[src/rtl/io_request_controller_if.sv]
// rtl/io_request_controller_if.sv - decode/register-file/peripheral signal bundle for io_request_controller
//
// Purpose: groups every non-clock signal of the IO request controller.
// Modports:
//   master - the controller: takes decode, register and peripheral inputs and
//            drives the peripheral request, pipeline stall and register write.
//   slave  - the surrounding pipeline and peripheral (the opposite directions).
// Signals:
//   Op_In, Op_Out        decoded IN / OUT instruction present
//   Write_Data[31:0]     signed register value to display (OUT)
//   Dest_Reg[4:0]        destination register (IN)
//   Interrupt            peripheral waiting/confirm handshake
//   Data_In[31:0]        signed value latched by the peripheral
//   Enable, IO           peripheral request and direction (1 = output)
//   Data_Out[31:0]       signed value sent to the peripheral
//   Stall                pipeline hold
//   Reg_Write            one-cycle register-file write strobe
//   Reg_Addr[4:0]        write address
//   Reg_Data[31:0]       write data
//   Timeout              one-cycle pulse when an IN is aborted
interface io_request_controller_if;
  logic        Op_In;
  logic        Op_Out;
  logic [31:0] Write_Data;
  logic [4:0]  Dest_Reg;
  logic        Interrupt;
  logic [31:0] Data_In;
  logic        Enable;
  logic        IO;
  logic [31:0] Data_Out;
  logic        Stall;
  logic        Reg_Write;
  logic [4:0]  Reg_Addr;
  logic [31:0] Reg_Data;
  logic        Timeout;

  modport master (
    input  Op_In, Op_Out, Write_Data, Dest_Reg, Interrupt, Data_In,
    output Enable, IO, Data_Out, Stall, Reg_Write, Reg_Addr, Reg_Data, Timeout
  );

  modport slave (
    output Op_In, Op_Out, Write_Data, Dest_Reg, Interrupt, Data_In,
    input  Enable, IO, Data_Out, Stall, Reg_Write, Reg_Addr, Reg_Data, Timeout
  );
endinterface

[src/rtl/io_request_controller.sv]
// rtl/io_request_controller.sv - processor-side initiator for the switch/7-segment IO peripheral
//
// Purpose: turns decoded IN/OUT instructions into Enable/IO/Data_Out requests,
// stalls the pipeline until the request completes and, for IN, follows the
// peripheral's Interrupt handshake before writing the captured value back.
// Ports:
//   Slow_Clock  system clock, all state updates on its rising edge
//   Reset       asynchronous, active-high reset
//   bus         io_request_controller_if.master (decode, register file and
//               peripheral signals; see the interface file)
// Parameters:
//   OUT_HOLD_CYCLES  cycles Enable stays high for an OUT (>= 1)
//   TIMEOUT_CYCLES   maximum IN wait cycles before abort (IO_TIMEOUT_EN only)
// Build option:
//   IO_TIMEOUT_EN    when defined, an IN that waits TIMEOUT_CYCLES is aborted
//                    with a zero register write and a Timeout pulse; when not
//                    defined, IN waits indefinitely and Timeout is tied low.
module io_request_controller #(
  parameter int OUT_HOLD_CYCLES = 2,
  parameter int TIMEOUT_CYCLES  = 1024
) (
  input logic                    Slow_Clock,
  input logic                    Reset,
  io_request_controller_if.master bus
);

  localparam logic [2:0] IDLE       = 3'd0;
  localparam logic [2:0] OUT_HOLD   = 3'd1;
  localparam logic [2:0] IN_ARM     = 3'd2;
  localparam logic [2:0] IN_WAIT    = 3'd3;
  localparam logic [2:0] IN_CAPTURE = 3'd4;

  localparam int              HOLD_W    = (OUT_HOLD_CYCLES < 2) ? 1 : $clog2(OUT_HOLD_CYCLES + 1);
  localparam logic [HOLD_W-1:0] HOLD_LOAD = HOLD_W'(OUT_HOLD_CYCLES);
  localparam logic [HOLD_W-1:0] HOLD_ONE  = HOLD_W'(1);

  logic [2:0]        state;
  logic [HOLD_W-1:0] hold_cnt;
  logic              wait_expired;

`ifdef IO_TIMEOUT_EN
  localparam int               WAIT_W    = (TIMEOUT_CYCLES < 2) ? 1 : $clog2(TIMEOUT_CYCLES + 1);
  localparam logic [WAIT_W-1:0] WAIT_LAST = WAIT_W'(TIMEOUT_CYCLES - 1);

  logic [WAIT_W-1:0] wait_cnt;
  logic              timeout_q;

  // wait_cnt holds the number of completed wait cycles, so the cycle in which
  // it equals TIMEOUT_CYCLES-1 is the last one allowed.
  assign wait_expired = (wait_cnt == WAIT_LAST);

  always_ff @(posedge Slow_Clock or posedge Reset) begin
    if (Reset) begin
      wait_cnt <= '0;
    end else if (state == IDLE && bus.Op_In) begin
      wait_cnt <= '0;
    end else if (state == IN_ARM || state == IN_WAIT) begin
      wait_cnt <= wait_cnt + WAIT_W'(1);
    end
  end

  // Abort only if the peripheral has not completed on this same edge; a
  // falling Interrupt in IN_WAIT takes priority over the timeout.
  always_ff @(posedge Slow_Clock or posedge Reset) begin
    if (Reset) begin
      timeout_q <= 1'b0;
    end else begin
      timeout_q <= wait_expired &&
                   ((state == IN_ARM) || (state == IN_WAIT && bus.Interrupt));
    end
  end

  assign bus.Timeout = timeout_q;
`else
  // TIMEOUT_CYCLES only matters with the abort logic; referenced here so the
  // parameter list stays identical in both builds.
  localparam logic TIMEOUT_PARAM_SEEN = (TIMEOUT_CYCLES > 0);

  assign wait_expired = 1'b0;
  assign bus.Timeout  = TIMEOUT_PARAM_SEEN & 1'b0;
`endif

  always_ff @(posedge Slow_Clock or posedge Reset) begin
    if (Reset) begin
      state        <= IDLE;
      hold_cnt     <= '0;
      bus.Data_Out <= '0;
      bus.Reg_Addr <= '0;
      bus.Reg_Data <= '0;
    end else begin
      case (state)
        IDLE: begin
          // Op_In has priority; decode should never raise both.
          if (bus.Op_In) begin
            bus.Reg_Addr <= bus.Dest_Reg;
            state        <= IN_ARM;
          end else if (bus.Op_Out) begin
            bus.Data_Out <= bus.Write_Data;
            hold_cnt     <= HOLD_LOAD;
            state        <= OUT_HOLD;
          end
        end
        OUT_HOLD: begin
          hold_cnt <= hold_cnt - HOLD_ONE;
          if (hold_cnt == HOLD_ONE) begin
            state <= IDLE;
          end
        end
        IN_ARM: begin
          // A low Interrupt here is left over from before the request and
          // must not be read as completion; wait for it to rise first.
          if (wait_expired) begin
            bus.Reg_Data <= '0;
            state        <= IN_CAPTURE;
          end else if (bus.Interrupt) begin
            state <= IN_WAIT;
          end
        end
        IN_WAIT: begin
          if (!bus.Interrupt) begin
            bus.Reg_Data <= bus.Data_In;
            state        <= IN_CAPTURE;
          end else if (wait_expired) begin
            bus.Reg_Data <= '0;
            state        <= IN_CAPTURE;
          end
        end
        IN_CAPTURE: begin
          state <= IDLE;
        end
        default: begin
          state <= IDLE;
        end
      endcase
    end
  end

  assign bus.Enable    = (state == OUT_HOLD) || (state == IN_ARM) || (state == IN_WAIT);
  assign bus.IO        = (state == OUT_HOLD);
  assign bus.Reg_Write = (state == IN_CAPTURE);

  // Stall drops in the final OUT_HOLD cycle and in IN_CAPTURE so the
  // pipeline advances on the same edge the operation completes.
  always_comb begin
    bus.Stall = 1'b0;
    case (state)
      IDLE:     bus.Stall = bus.Op_In || bus.Op_Out;
      OUT_HOLD: bus.Stall = (hold_cnt > HOLD_ONE);
      IN_ARM:   bus.Stall = 1'b1;
      IN_WAIT:  bus.Stall = 1'b1;
      default:  bus.Stall = 1'b0;
    endcase
    if (Reset) begin
      bus.Stall = 1'b0;
    end
  end

endmodule

[src/flat_wrapper.sv]
// flat-port wrapper written by rule: the top's interface ports become plain ports
module io_request_controller_flat 
#(
  parameter int OUT_HOLD_CYCLES = 2,
  parameter int TIMEOUT_CYCLES  = 1024
)
  (Slow_Clock, Reset, bus_Op_In, bus_Op_Out, bus_Write_Data, bus_Dest_Reg, bus_Interrupt, bus_Data_In, bus_Enable, bus_IO, bus_Data_Out, bus_Stall, bus_Reg_Write, bus_Reg_Addr, bus_Reg_Data, bus_Timeout);
  io_request_controller_if bus_i ();
  input logic Slow_Clock;
  input logic Reset;
  input wire logic [$bits(bus_i.Op_In)-1:0] bus_Op_In;
  input wire logic [$bits(bus_i.Op_Out)-1:0] bus_Op_Out;
  input wire logic [$bits(bus_i.Write_Data)-1:0] bus_Write_Data;
  input wire logic [$bits(bus_i.Dest_Reg)-1:0] bus_Dest_Reg;
  input wire logic [$bits(bus_i.Interrupt)-1:0] bus_Interrupt;
  input wire logic [$bits(bus_i.Data_In)-1:0] bus_Data_In;
  output wire logic [$bits(bus_i.Enable)-1:0] bus_Enable;
  output wire logic [$bits(bus_i.IO)-1:0] bus_IO;
  output wire logic [$bits(bus_i.Data_Out)-1:0] bus_Data_Out;
  output wire logic [$bits(bus_i.Stall)-1:0] bus_Stall;
  output wire logic [$bits(bus_i.Reg_Write)-1:0] bus_Reg_Write;
  output wire logic [$bits(bus_i.Reg_Addr)-1:0] bus_Reg_Addr;
  output wire logic [$bits(bus_i.Reg_Data)-1:0] bus_Reg_Data;
  output wire logic [$bits(bus_i.Timeout)-1:0] bus_Timeout;
  assign bus_i.Op_In = bus_Op_In;
  assign bus_i.Op_Out = bus_Op_Out;
  assign bus_i.Write_Data = bus_Write_Data;
  assign bus_i.Dest_Reg = bus_Dest_Reg;
  assign bus_i.Interrupt = bus_Interrupt;
  assign bus_i.Data_In = bus_Data_In;
  assign bus_Enable = bus_i.Enable;
  assign bus_IO = bus_i.IO;
  assign bus_Data_Out = bus_i.Data_Out;
  assign bus_Stall = bus_i.Stall;
  assign bus_Reg_Write = bus_i.Reg_Write;
  assign bus_Reg_Addr = bus_i.Reg_Addr;
  assign bus_Reg_Data = bus_i.Reg_Data;
  assign bus_Timeout = bus_i.Timeout;
  io_request_controller #(.OUT_HOLD_CYCLES(OUT_HOLD_CYCLES), .TIMEOUT_CYCLES(TIMEOUT_CYCLES)) u_core (.Slow_Clock(Slow_Clock), .Reset(Reset), .bus(bus_i));
endmodule
[config.mk]
export PLATFORM = sky130hd
export DESIGN_NAME = io_request_controller_flat
export DESIGN_NICKNAME = d
export VERILOG_FILES = /design/src/rtl/io_request_controller_if.sv /design/src/rtl/io_request_controller.sv /design/src/flat_wrapper.sv
export SDC_FILE = /design/constraint.sdc
export NUM_CORES = 1
export LEC_CHECK = 0
export BUFFER_PORTS_ARGS = -buffer_cell sky130_fd_sc_hd__buf_2
export CORE_MARGIN = 3
export CORE_UTILIZATION = 49
export CTS_CLUSTER_SIZE = 20
export DETAILED_ROUTE_END_ITERATION = 8
export PLACE_DENSITY = 0.92
export SLEW_MARGIN = 15
export SYNTH_ARGS = -nofsm -noshare
export SYNTH_HDL_FRONTEND = slang
export SYNTH_SLANG_ARGS = --single-unit
[constraint.sdc]
create_clock -name Slow_Clock -period 3.7 [get_ports Slow_Clock]
set_input_delay 0.185 -clock Slow_Clock [delete_from_list [all_inputs] [get_ports Slow_Clock]]
set_output_delay 0.185 -clock Slow_Clock [all_outputs]
set_load 0.02 [all_outputs]
After elaboration in Yosys (flattened, before gate mapping)

Cells that the tools add are included.

Register bits: 74
Bits in latches: 0
Bits in writable memories: 0
Memory bits (read-only): 0
Bits of input ports: 74
Output and inout port bits: 74
Logic and storage cells: 42
Memories kept: 0

Add/subtract/negate cells: 1
$mul: 0
Divide/modulo/power cells: 0
Magnitude comparators: 1
Eq/ne operators: 11
Shift-type cells: 0
Muxes and demuxes: 11
Bitwise gates (word level): 2
Reductions and logical operators: 11

Operators by type and width:

| kind                                                   | number |
|---|---|
| two-way mux 3 bit                                      | 5 |
| one-hot mux 3 bit (4 select lines)                     | 1 |
| inequality test 2 bit (second input constant)          | 4 |
| equality test 3 x 2 -> 1 bit (second input constant)   | 2 |
| AND reduction 3 bit                                    | 2 |
| two-way mux 2 bit                                      | 2 |
| one-hot mux 2 bit (2 select lines)                     | 1 |
| AND reduction 2 bit                                    | 2 |
| AND reduction 4 bit                                    | 1 |
| equality test 3 x 1 -> 1 bit (second input constant)   | 1 |
| equality test 3 bit (second input constant)            | 1 |
| logical NOT 3 bit                                      | 1 |
| logical OR 1 bit                                       | 3 |
| inequality test 3 bit (second input constant)          | 1 |
| one-hot mux 1 bit (3 select lines)                     | 1 |
| equality test 2 x 1 -> 1 bit (second input constant)   | 1 |
| > comparator 2 x 1 -> 1 bit (second input constant)    | 1 |
| inequality test 2 x 1 -> 1 bit (second input constant) | 1 |
| inverter 1 bit                                         | 2 |
| nonzero test 2 bit                                     | 1 |
| OR reduction 2 bit                                     | 1 |
| subtractor 2 x 1 -> 2 bit (second input constant)      | 1 |
| two-way mux 1 bit                                      | 1 |

Depth between registers and ports, before layout

Gate-level depths: netlist of the first run.

Depth after elaboration: 4
Gate-level depth with buffers: 5
Mapped depth without buffers: 5

Worst setup path before layout of the first run

Ideal clock, no wire load.

Path kind: reg-to-output
Start: reg u_core.state[2]
End: out bus_Stall
Data arrival time: 1,751 ps
Data required time: 3,515 ps
Slack: 1,764 ps
Stages on the path, launching flop included: 6
Buffers on the path: 1
Cell sequence: dfrtp_1 buf_6 or3b_2 inv_1 a311oi_1 nor3_1

Elaborated cells on any way between the ends: 7

RTL lines:

| element                            | line                         | text |
|---|---|---|
| start: declaration                 | io_request_controller.sv:37  | `logic [2:0] state;` |
| start signal: assignment           | io_request_controller.sv:85  | `state <= IDLE;` |
| start signal: assignment           | io_request_controller.sv:96  | `state <= IN_ARM;` |
| start signal: assignment           | io_request_controller.sv:100 | `state <= OUT_HOLD;` |
| equality test 3 x 1 -> 1 bit       | --                           |  |
| named net bus_IO                   | flat_wrapper.sv:18           | `output wire logic [$bits(bus_i.IO)-1:0] bus_IO;` |
| one-hot mux 1 bit (3 select lines) | io_request_controller.sv:146 | `case (state)` |
| two-way mux 1 bit                  | io_request_controller.sv:153 | `if (Reset) begin` |
| end: declaration                   | flat_wrapper.sv:20           | `output wire logic [$bits(bus_i.Stall)-1:0] bus_Stall;` |

The timed path passes the listed nets, and every way through them passes these cells.

Worst setup path in the final report of the first run

Start: reg u_core.state[2]
End: reg u_core.bus.Data_Out[29]

Cells in the longest elaborated chain, start to end: 2

RTL lines:

| element                       | line                           | text |
|---|---|---|
| logical NOT 3 bit             | io_request_controller.sv:91    | `case (state)` |
| AND reduction 3 bit (no line) | --                             |  |
| end signal: assignment        | io_request_controller.sv:98    | `bus.Data_Out <= bus.Write_Data;` |
| end: declaration              | io_request_controller_if.sv:39 | `output Enable, IO, Data_Out, Stall, Reg_Write, Reg_Addr, Reg_Data, Timeout` |

Every way passes these cells.
A chain may end at the register's enable or synchronous reset.

==> impl_table.tex, run 1 <==
\begin{tabular}{lr}
\hline
Metric & Value \\
\hline
\multicolumn{2}{l}{\textbf{Placement}} \\
Count of input and output buffers & 146 \\
Final Wtd Congestion & 0.7784 \\
Area of placed instances & 3664 um\^{}2 \\
Placed wire-length estimate after detailed placement & 4593 um \\
\multicolumn{2}{l}{\textbf{Timing}} \\
Worst slew margin & 34.38\% \\
Number of hold violations in the final report & 0 \\
Unrepaired setup endpoints after global routing & no \\
Achievable frequency & 475.4 MHz \\
Transition at the pin with the smallest max-transition slack & 0.9829 ns \\
Share of the clock period used by the worst path & 56.85\% \\
Final Max Slew Viols & 0 \\
Setup TNS after final layout & 0 ns \\
Shortest clock period the worst path allows after layout & 2.103 ns \\
Largest clock skew in the final design & 0.005209 ns \\
Setup Viol. Count Final & 0 \\
\multicolumn{2}{l}{\textbf{Clock tree}} \\
Post-CTS Hold Fix Bufs & 0 \\
Resized cells post-CTS & 0 \\
Number of buffers on the longest clock path & 2 \\
Clock input transition at the sequential cells of the worst setup and hold paths & 0.07 ns \\
Cell at the root of the clock tree & clkbuf\_8 \\
Clock latency of the later-clocked register in the worst-skew pair & 0.34 ns \\
Maximum level of the CTS H-tree & 3 \\
Clock tree sinks & 74 \\
TritonCTS clock tree & done \\
Post-CTS Setup Repair Bufs & 0 \\
Number of buffers created by CTS & 9 \\
\multicolumn{2}{l}{\textbf{GRT}} \\
Total congestion overflow after global routing & 0 \\
Initial antenna violation count & 0 \\
Overall fraction of global-route tracks in use & 18.36\% \\
First-pass GRT wire length & 10080 um \\
Via count of the first global-routing pass & 2184 \\
Largest net degree at the start of global routing & 51 \\
\multicolumn{2}{l}{\textbf{Drt}} \\
Antenna violation net count after detailed routing & 0 \\
Post-route DRC violation count & 0 \\
Detail Route met2 WL & 3101 um \\
First drt pass iteration count & 4 \\
Aggregate routed wire length & 6008 um \\
Post-DR vias/cell & 4.948 \\
Met1 WL & 2335 um \\
Amount of wire on met3 after detailed routing & 475 um \\
Vias after detailed routing & 2014 \\
Uppermost layer routed & met4 \\
DR WL/cell & 14.76 um \\
Number of design-rule violations left by the first detailed-router iteration & 63 \\
\multicolumn{2}{l}{\textbf{Floorplan}} \\
Vert. Die Dim & 83.17 um \\
Effective utilization at floorplan & 51.72\% \\
Row count & 27 \\
Die area & 6916 um\^{}2 \\
X dimension of the die & 83.17 um \\
Area of the core & 5642 um\^{}2 \\
Number of I/O pins & 148 \\
\multicolumn{2}{l}{\textbf{Worst setup path}} \\
R2r worst-path depth & 3 \\
Setup crit end & u\_core.bus.Data\_Out[29] \\
Startpoint of the lowest-slack register-to-register path & u\_core.state[2] \\
Kind of end point of the critical path & register \\
CP Launch Point & u\_core.state[2] \\
Crit Path Category & register to register \\
Max FO, Critical Path & 34 \\
Cells traversed along the worst timing path & nor3\_2 -> nand3b\_2 -> mux2\_2 \\
Kind of start point of the critical path & register \\
Cell with the biggest individual delay on the critical path & nand3b\_2 \\
Required time of the worst setup path & 3.91 ns \\
Maximum cell stage delay along the critical path & 0.67 ns \\
Worst EP arrival & 2.32 ns \\
Capturing point of the worst reg2reg path & u\_core.bus.Data\_Out[29] \\
Reg-to-reg slack, setup & 1.60 ns \\
\multicolumn{2}{l}{\textbf{Pwr}} \\
Static leakage power & 1.956 nW \\
Max IR drop VDD & 519.6 uV \\
Pwr Density & 936.7 nW/um\^{}2 \\
\multicolumn{2}{l}{\textbf{Hold path}} \\
Depth of the worst hold-timing path & 2 \\
Hold Crit Class & input port to register \\
\multicolumn{2}{l}{\textbf{Synth}} \\
Sequential cell area fraction in the yosys report & 63.46\% \\
Dominant combinational cell family by area after synthesis & multiplexers \\
Fraction of the mapped netlist area in compound gates & 1.930\% \\
Fraction of synthesized cell area in xor and xnor cells & 0\% \\
Distinct cells, synth & 26 \\
Gate count after technology mapping & 182 \\
Synthesized area & 2918 um\^{}2 \\
Net count after synthesis & 257 \\
Area share of and/or/nand/nor cells after synthesis & 3.559\% \\
Adder and majority gate portion of the synthesized area & 0.4288\% \\
Post-synthesis sequential element count & 74 \\
Mux cell area share after synthesis & 26.63\% \\
Yosys warning count & 0 \\
Mapped Avg Cell Area & 16.03 um\^{}2 \\
\multicolumn{2}{l}{\textbf{Final layout}} \\
Layout-stage area growth over the synthesis result & 30.96\% \\
Design area & 3821 um\^{}2 \\
Number of nets in the layout & 407 \\
Layout cells sized above 1 & 70.15\% \\
Commonest cells after routing, fill and taps aside & buf\_2, dfrtp\_1, mux2\_2, clkbuf\_8 \\
Number of antenna cells inserted & 0 \\
Most frequent standard cell in the layout excluding fill and tap cells & buf\_2 \\
\multicolumn{2}{l}{\textbf{Job}} \\
MaxCap Viol Count & 0 \\
\multicolumn{2}{l}{\textbf{Outcome}} \\
Result of the run & completed \\
\hline
\end{tabular}
==> metal layers <==
| metal | vias to the layer above | global-route usage [%] |
|---|---|---|
| met1 | 985 | 21.05 |
| met4 | 0 | 8.915 |
| met2 | 93 | 30.98 |
| li1 | 927 | - |
| met3 | 9 | 5.853 |
| met5 | - | 0 |
==> worst min-delay path by stage <==
stage / from / to
floorplan: bus_Op_In / u_core.state[1]
global placement: bus_Data_In[0] / u_core.bus.Reg_Data[0]
detailed placement: bus_Data_In[0] / u_core.bus.Reg_Data[0]
CTS: bus_Data_In[0] / u_core.bus.Reg_Data[0]
global route: bus_Write_Data[23] / u_core.bus.Data_Out[23]
finish: bus_Data_In[0] / u_core.bus.Reg_Data[0]
==> area by class of cell <==
| class | instances | area, um^2 |
|---|---|---|
| timing repair buffer | 148 | 745.7 |
| multi-input combinational | 93 | 953.4 |
| clock buffer | 10 | 137.6 |
| sequential | 74 | 1852 |
| fill | 453 | 1821 |
| tap | 72 | 90.09 |
| clock inverter | 4 | 20.02 |
| inverter | 6 | 22.52 |
==> through the flow <==
step           hold slack [ns]  power, mW  utilization [%]  instances  setup WS [ns]
6_report               0.06738      3.579            67.73        407          1.597
5_1_grt                0.05509      3.801            67.73        407          1.467
4_1_cts                0.05072      3.626            67.73        407          1.591
3_5_place_dp            0.4142      3.100            64.94        393          1.602
3_3_place_gp            0.4019      3.030            64.94        393          1.662
2_1_floorplan           0.3131      2.547                -        182          1.633
==> synthesized netlist by cell type, drive strengths merged <==
cell	count	area, um^2
a21o	1	7.510
a21oi	2	10.01
a221oi	1	8.760
a311oi	1	8.760
a31oi	1	6.260
and2	3	18.77
buf	8	86.34
clkbuf	1	3.750
conb	1	3.750
dfrtp	74	1852
ha	1	12.51
inv	6	22.52
mux2	69	777.0
nand2	1	3.750
nand3b	2	18.77
nor2	4	15.01
nor3	2	15.01
nor4b	1	23.77
o21ai	1	5.000
o21ba	1	10.01
or3b	1	8.760
==> power breakdown <==
part / switching, mW / total [mW] / internal [mW] / leakage, nW
combinational: 0.920 / 1.63 / 0.708 / 0.984
clock: 0.271 / 0.520 / 0.249 / 0.0875
sequential: 0.212 / 1.43 / 1.22 / 0.884
==> worst max-delay path: cells and delay by family (launching register included) <==
kind             cells  cell delay [ns]
AND/OR/NAND/NOR      2             0.94
multiplexers         1             0.55
flip-flops           1             0.48
==> registers in the layout (all words and copies together), names as in the netlist <==
| signal | flops |
|---|---|
| u_core.bus.Reg_Data | 32 |
| u_core.hold_cnt | 2 |
| u_core.bus.Reg_Addr | 5 |
| u_core.state | 3 |
| u_core.bus.Data_Out | 32 |
==> cell families (layout without fill, tap and decap cells) <==
| logic type | count (synthesis) | in the layout |
|---|---|---|
| AO/OA/AOI/OAI | 8 | 8 |
| adder cells (fa/ha/maj) | 1 | 1 |
| buffers and inverters | 15 | 168 |
| flip-flops | 74 | 74 |
| multiplexers | 69 | 69 |
| other | 1 | 1 |
| AND/OR/NAND/NOR | 14 | 14 |
(Power assumes the default switching activity.)
==> inputs of run 2 (changes only) <==
--- a/config.mk
+++ b/config.mk
@@ -5,12 +5,13 @@
 export SDC_FILE = /design/constraint.sdc
 export NUM_CORES = 1
 export LEC_CHECK = 0
+export ABC_AREA = 1
 export BUFFER_PORTS_ARGS = -buffer_cell sky130_fd_sc_hd__buf_2
 export CORE_MARGIN = 3
-export CORE_UTILIZATION = 49
+export CORE_UTILIZATION = 46
 export CTS_CLUSTER_SIZE = 20
 export DETAILED_ROUTE_END_ITERATION = 8
-export PLACE_DENSITY = 0.92
+export PLACE_DENSITY = 0.87
 export SLEW_MARGIN = 15
 export SYNTH_ARGS = -nofsm -noshare
 export SYNTH_HDL_FRONTEND = slang
==> constraint.sdc (replaced) <==
create_clock -name Slow_Clock -period 2.1 [get_ports Slow_Clock]
set_input_delay 0.105 -clock Slow_Clock [delete_from_list [all_inputs] [get_ports Slow_Clock]]
set_output_delay 0.105 -clock Slow_Clock [all_outputs]
set_load 0.02 [all_outputs]
==> impl_table.tex, run 2 <==
\begin{tabular}{lr}
\hline
Metric & Value \\
\hline
\multicolumn{2}{l}{\textbf{Final layout}} \\
Number of antenna cells inserted & 0 \\
Layout cells sized above 1 & 34.44\% \\
Registers with the highest flip-flop counts & u\_core.bus.Data\_Out (32), u\_core.bus.Reg\_Data (32), u\_core.bus.Reg\_Addr (5) \\
Number of nets in the layout & 610 \\
Layout-stage area growth over the synthesis result & 44.82\% \\
Commonest cells after routing, fill and taps aside & nand2\_1, buf\_2, dfrtp\_1, dlygate4sd3\_1, inv\_1 \\
Most frequent standard cell in the layout excluding fill and tap cells & nand2\_1 \\
\multicolumn{2}{l}{\textbf{Pwr}} \\
Power dissipated by switching net loads & 2.710 mW \\
Register share of total power & 39.1\% \\
Comb pwr share & 45.2\% \\
Clock network power share & 15.7\% \\
Final total power & 6.258 mW \\
Static leakage power & 2.621 nW \\
Max IR drop VDD & 805.7 uV \\
Switching Share & 43.31\% \\
Internal power consumption & 3.548 mW \\
Pwr Density & 1397 nW/um\^{}2 \\
\multicolumn{2}{l}{\textbf{Drt}} \\
Number of design-rule violations left by the first detailed-router iteration & 74 \\
Post-route DRC violation count & 0 \\
DR WL/cell & 13.24 um \\
Aggregate routed wire length & 8172 um \\
First drt pass iteration count & 5 \\
Vias after detailed routing & 2917 \\
Antenna violation net count after detailed routing & 0 \\
Post-DR vias/cell & 4.728 \\
\multicolumn{2}{l}{\textbf{Synth}} \\
Cells taking the most area after synthesis & dfrtp\_1, nand2\_1, inv\_1, o21ai\_2, buf\_6 \\
Dominant combinational cell family by area after synthesis & simple AND/OR/NAND/NOR gates \\
Share of Yosys cell area claimed by the top area cell type & 59.87\% \\
Post-synthesis sequential element count & 74 \\
Net count after synthesis & 419 \\
Synth Flop Type & dfrtp\_1 \\
Gate count after technology mapping & 344 \\
Number of enable flip-flop cells after synthesis & 0 \\
Fraction of the mapped netlist area in compound gates & 7.888\% \\
Mapped Avg Cell Area & 8.991 um\^{}2 \\
Adder and majority gate portion of the synthesized area & 0.4045\% \\
Yosys warning count & 0 \\
Area share of and/or/nand/nor cells after synthesis & 22.29\% \\
Count leader, synth & nand2\_1 \\
Sequential cell area fraction in the yosys report & 59.87\% \\
Synthesized area & 3093 um\^{}2 \\
Library cell with the largest summed area after synthesis & dfrtp\_1 \\
Top cells by instance count after synthesis & nand2\_1, dfrtp\_1, inv\_1, o21ai\_0, o21ai\_2 \\
Fraction of synthesized cell area in xor and xnor cells & 0\% \\
Share of flip-flops with an asynchronous set or reset after synthesis & 100.0\% \\
Mux cell area share after synthesis & 0\% \\
Distinct cells, synth & 24 \\
\multicolumn{2}{l}{\textbf{Floorplan}} \\
Effective utilization at floorplan & 48.16\% \\
Die area & 7744 um\^{}2 \\
Row count & 29 \\
Number of I/O pins & 148 \\
Vert. Die Dim & 88 um \\
X dimension of the die & 88 um \\
Area of the core & 6422 um\^{}2 \\
\multicolumn{2}{l}{\textbf{Worst setup path}} \\
Required time of the worst setup path & 2.00 ns \\
Kind of end point of the critical path & output pin \\
Max FO, Critical Path & 9 \\
Kind of start point of the critical path & register \\
Crit Path Category & register to output pin \\
Worst EP arrival & 1.60 ns \\
\multicolumn{2}{l}{\textbf{GRT}} \\
Total congestion overflow after global routing & 0 \\
Overall fraction of global-route tracks in use & 22.14\% \\
Initial antenna violation count & 0 \\
First-pass GRT wire length & 13370 um \\
Via count of the first global-routing pass & 2920 \\
Largest net degree at the start of global routing & 67 \\
\multicolumn{2}{l}{\textbf{Timing}} \\
Worst slew margin & 59.74\% \\
Achievable frequency & 586.7 MHz \\
Share of the clock period used by the worst path & 81.16\% \\
Unrepaired setup endpoints after global routing & no \\
Transition at the pin with the smallest max-transition slack & 0.6030 ns \\
Final Max Slew Viols & 0 \\
Largest clock skew in the final design & 0.009449 ns \\
Shortest clock period the worst path allows after layout & 1.704 ns \\
Setup Viol. Count Final & 0 \\
Setup TNS after final layout & 0 ns \\
Number of hold violations in the final report & 0 \\
\multicolumn{2}{l}{\textbf{Clock tree}} \\
Cell at the root of the clock tree & clkbuf\_8 \\
Clock tree sinks & 74 \\
Number of buffers on the longest clock path & 2 \\
Post-CTS Hold Fix Bufs & 45 \\
Clock latency of the later-clocked register in the worst-skew pair & 0.33 ns \\
Resized cells post-CTS & 0 \\
TritonCTS clock tree & done \\
Maximum level of the CTS H-tree & 3 \\
Number of buffers created by CTS & 9 \\
Post-CTS Setup Repair Bufs & 0 \\
Clock input transition at the sequential cells of the worst setup and hold paths & 0.08 ns \\
\multicolumn{2}{l}{\textbf{Hold path}} \\
Hold Crit Class & input port to register \\
\multicolumn{2}{l}{\textbf{Outcome}} \\
Result of the run & completed \\
\multicolumn{2}{l}{\textbf{Job}} \\
MaxCap Viol Count & 0 \\
\multicolumn{2}{l}{\textbf{Placement}} \\
Placed wire-length estimate after detailed placement & 5061 um \\
Final Wtd Congestion & 0.7130 \\
Count of input and output buffers & 146 \\
\hline
\end{tabular}
-- run 2: logic make-up (layout without fill, tap and decap cells) --
| kind of cell | count (synthesis) | after routing |
|---|---|---|
| AO/OA/AOI/OAI | 38 | 38 |
| adder cells (fa/ha/maj) | 1 | 1 |
| buffers and inverters | 58 | 254 |
| flip-flops | 74 | 74 |
| other | 1 | 1 |
| AND/OR/NAND/NOR | 172 | 172 |
-- run 2: critical path, stage by stage, from the launching register on --
cell,delay [ns]
dfrtp_1,0.49
nor2_4,0.17
nand2_1,0.14
o21ai_0,0.18
nor2_1,0.06
nor2_1,0.07
buf_2,0.16
-- run 2: path summary, 6_finish.rpt --
| path | from | endpoint | slack [ns] | cells past startpoint |
|---|---|---|---|---|
| worst max-delay path | u_core.state[0] | bus_Stall | 0.40 | 6 |
| worst min register to register | u_core.bus.Reg_Data[20] | u_core.bus.Reg_Data[20] | 0.48 | 2 |
| worst max register to register | u_core.state[0] | u_core.bus.Reg_Data[16] | 0.56 | 6 |
| max in group asynchronous | Reset | u_core.bus.Data_Out[7] | 1.10 | 4 |
| worst min-delay path | bus_Write_Data[18] | u_core.bus.Data_Out[18] | 0.02 | 3 |
| min in group asynchronous | Reset | u_core.hold_cnt[1] | 0.40 | 3 |
-- run 2: through the flow --
step | setup WS (ns) | utilization (%) | instance area (um^2) | hold slack (ns) | std cells
after floorplan | 0.1134 | - | 3093 | 0.2146 | 344
after global placement | 0.7155 | 59.89 | 3846 | 0.2244 | 556
after detailed placement | 0.6060 | 59.89 | 3846 | 0.2264 | 556
after CTS | 0.3745 | 69.74 | 4479 | 0.0002106 | 617
after global routing | 0.2702 | 69.74 | 4479 | 0.01436 | 617
final | 0.3955 | 69.74 | 4479 | 0.01943 | 617
-- run 2: routing by layer --
metal	GRT usage (%)	vias to the layer above	part of all wire (%)
li1	-	1414	-
met1	27.41	1307	39
met2	35.82	173	47
met3	6.679	23	11
met4	9.902	0	2.4
met5	0	-	0
-- run 2: area by class of cell --
class / count / area, um^2
fill: 458 / 1943
sequential: 74 / 1852
timing repair buffer: 195 / 1236
multi-input combinational: 212 / 949.7
inverter: 43 / 162.7
clock buffer: 13 / 158.9
tap: 77 / 96.34
clock inverter: 3 / 23.77
-- run 2: power groups by stage --
stage          clock network, mW  logic [mW]  registers (mW)
4_1_cts                     1.02        2.81            2.43
5_1_grt                     1.08        3.12            2.52
2_1_floorplan                  0        1.11            3.17
3_5_place_dp                   0        2.75            2.44
3_3_place_gp                   0        2.65            2.43
6_report                   0.980        2.83            2.45
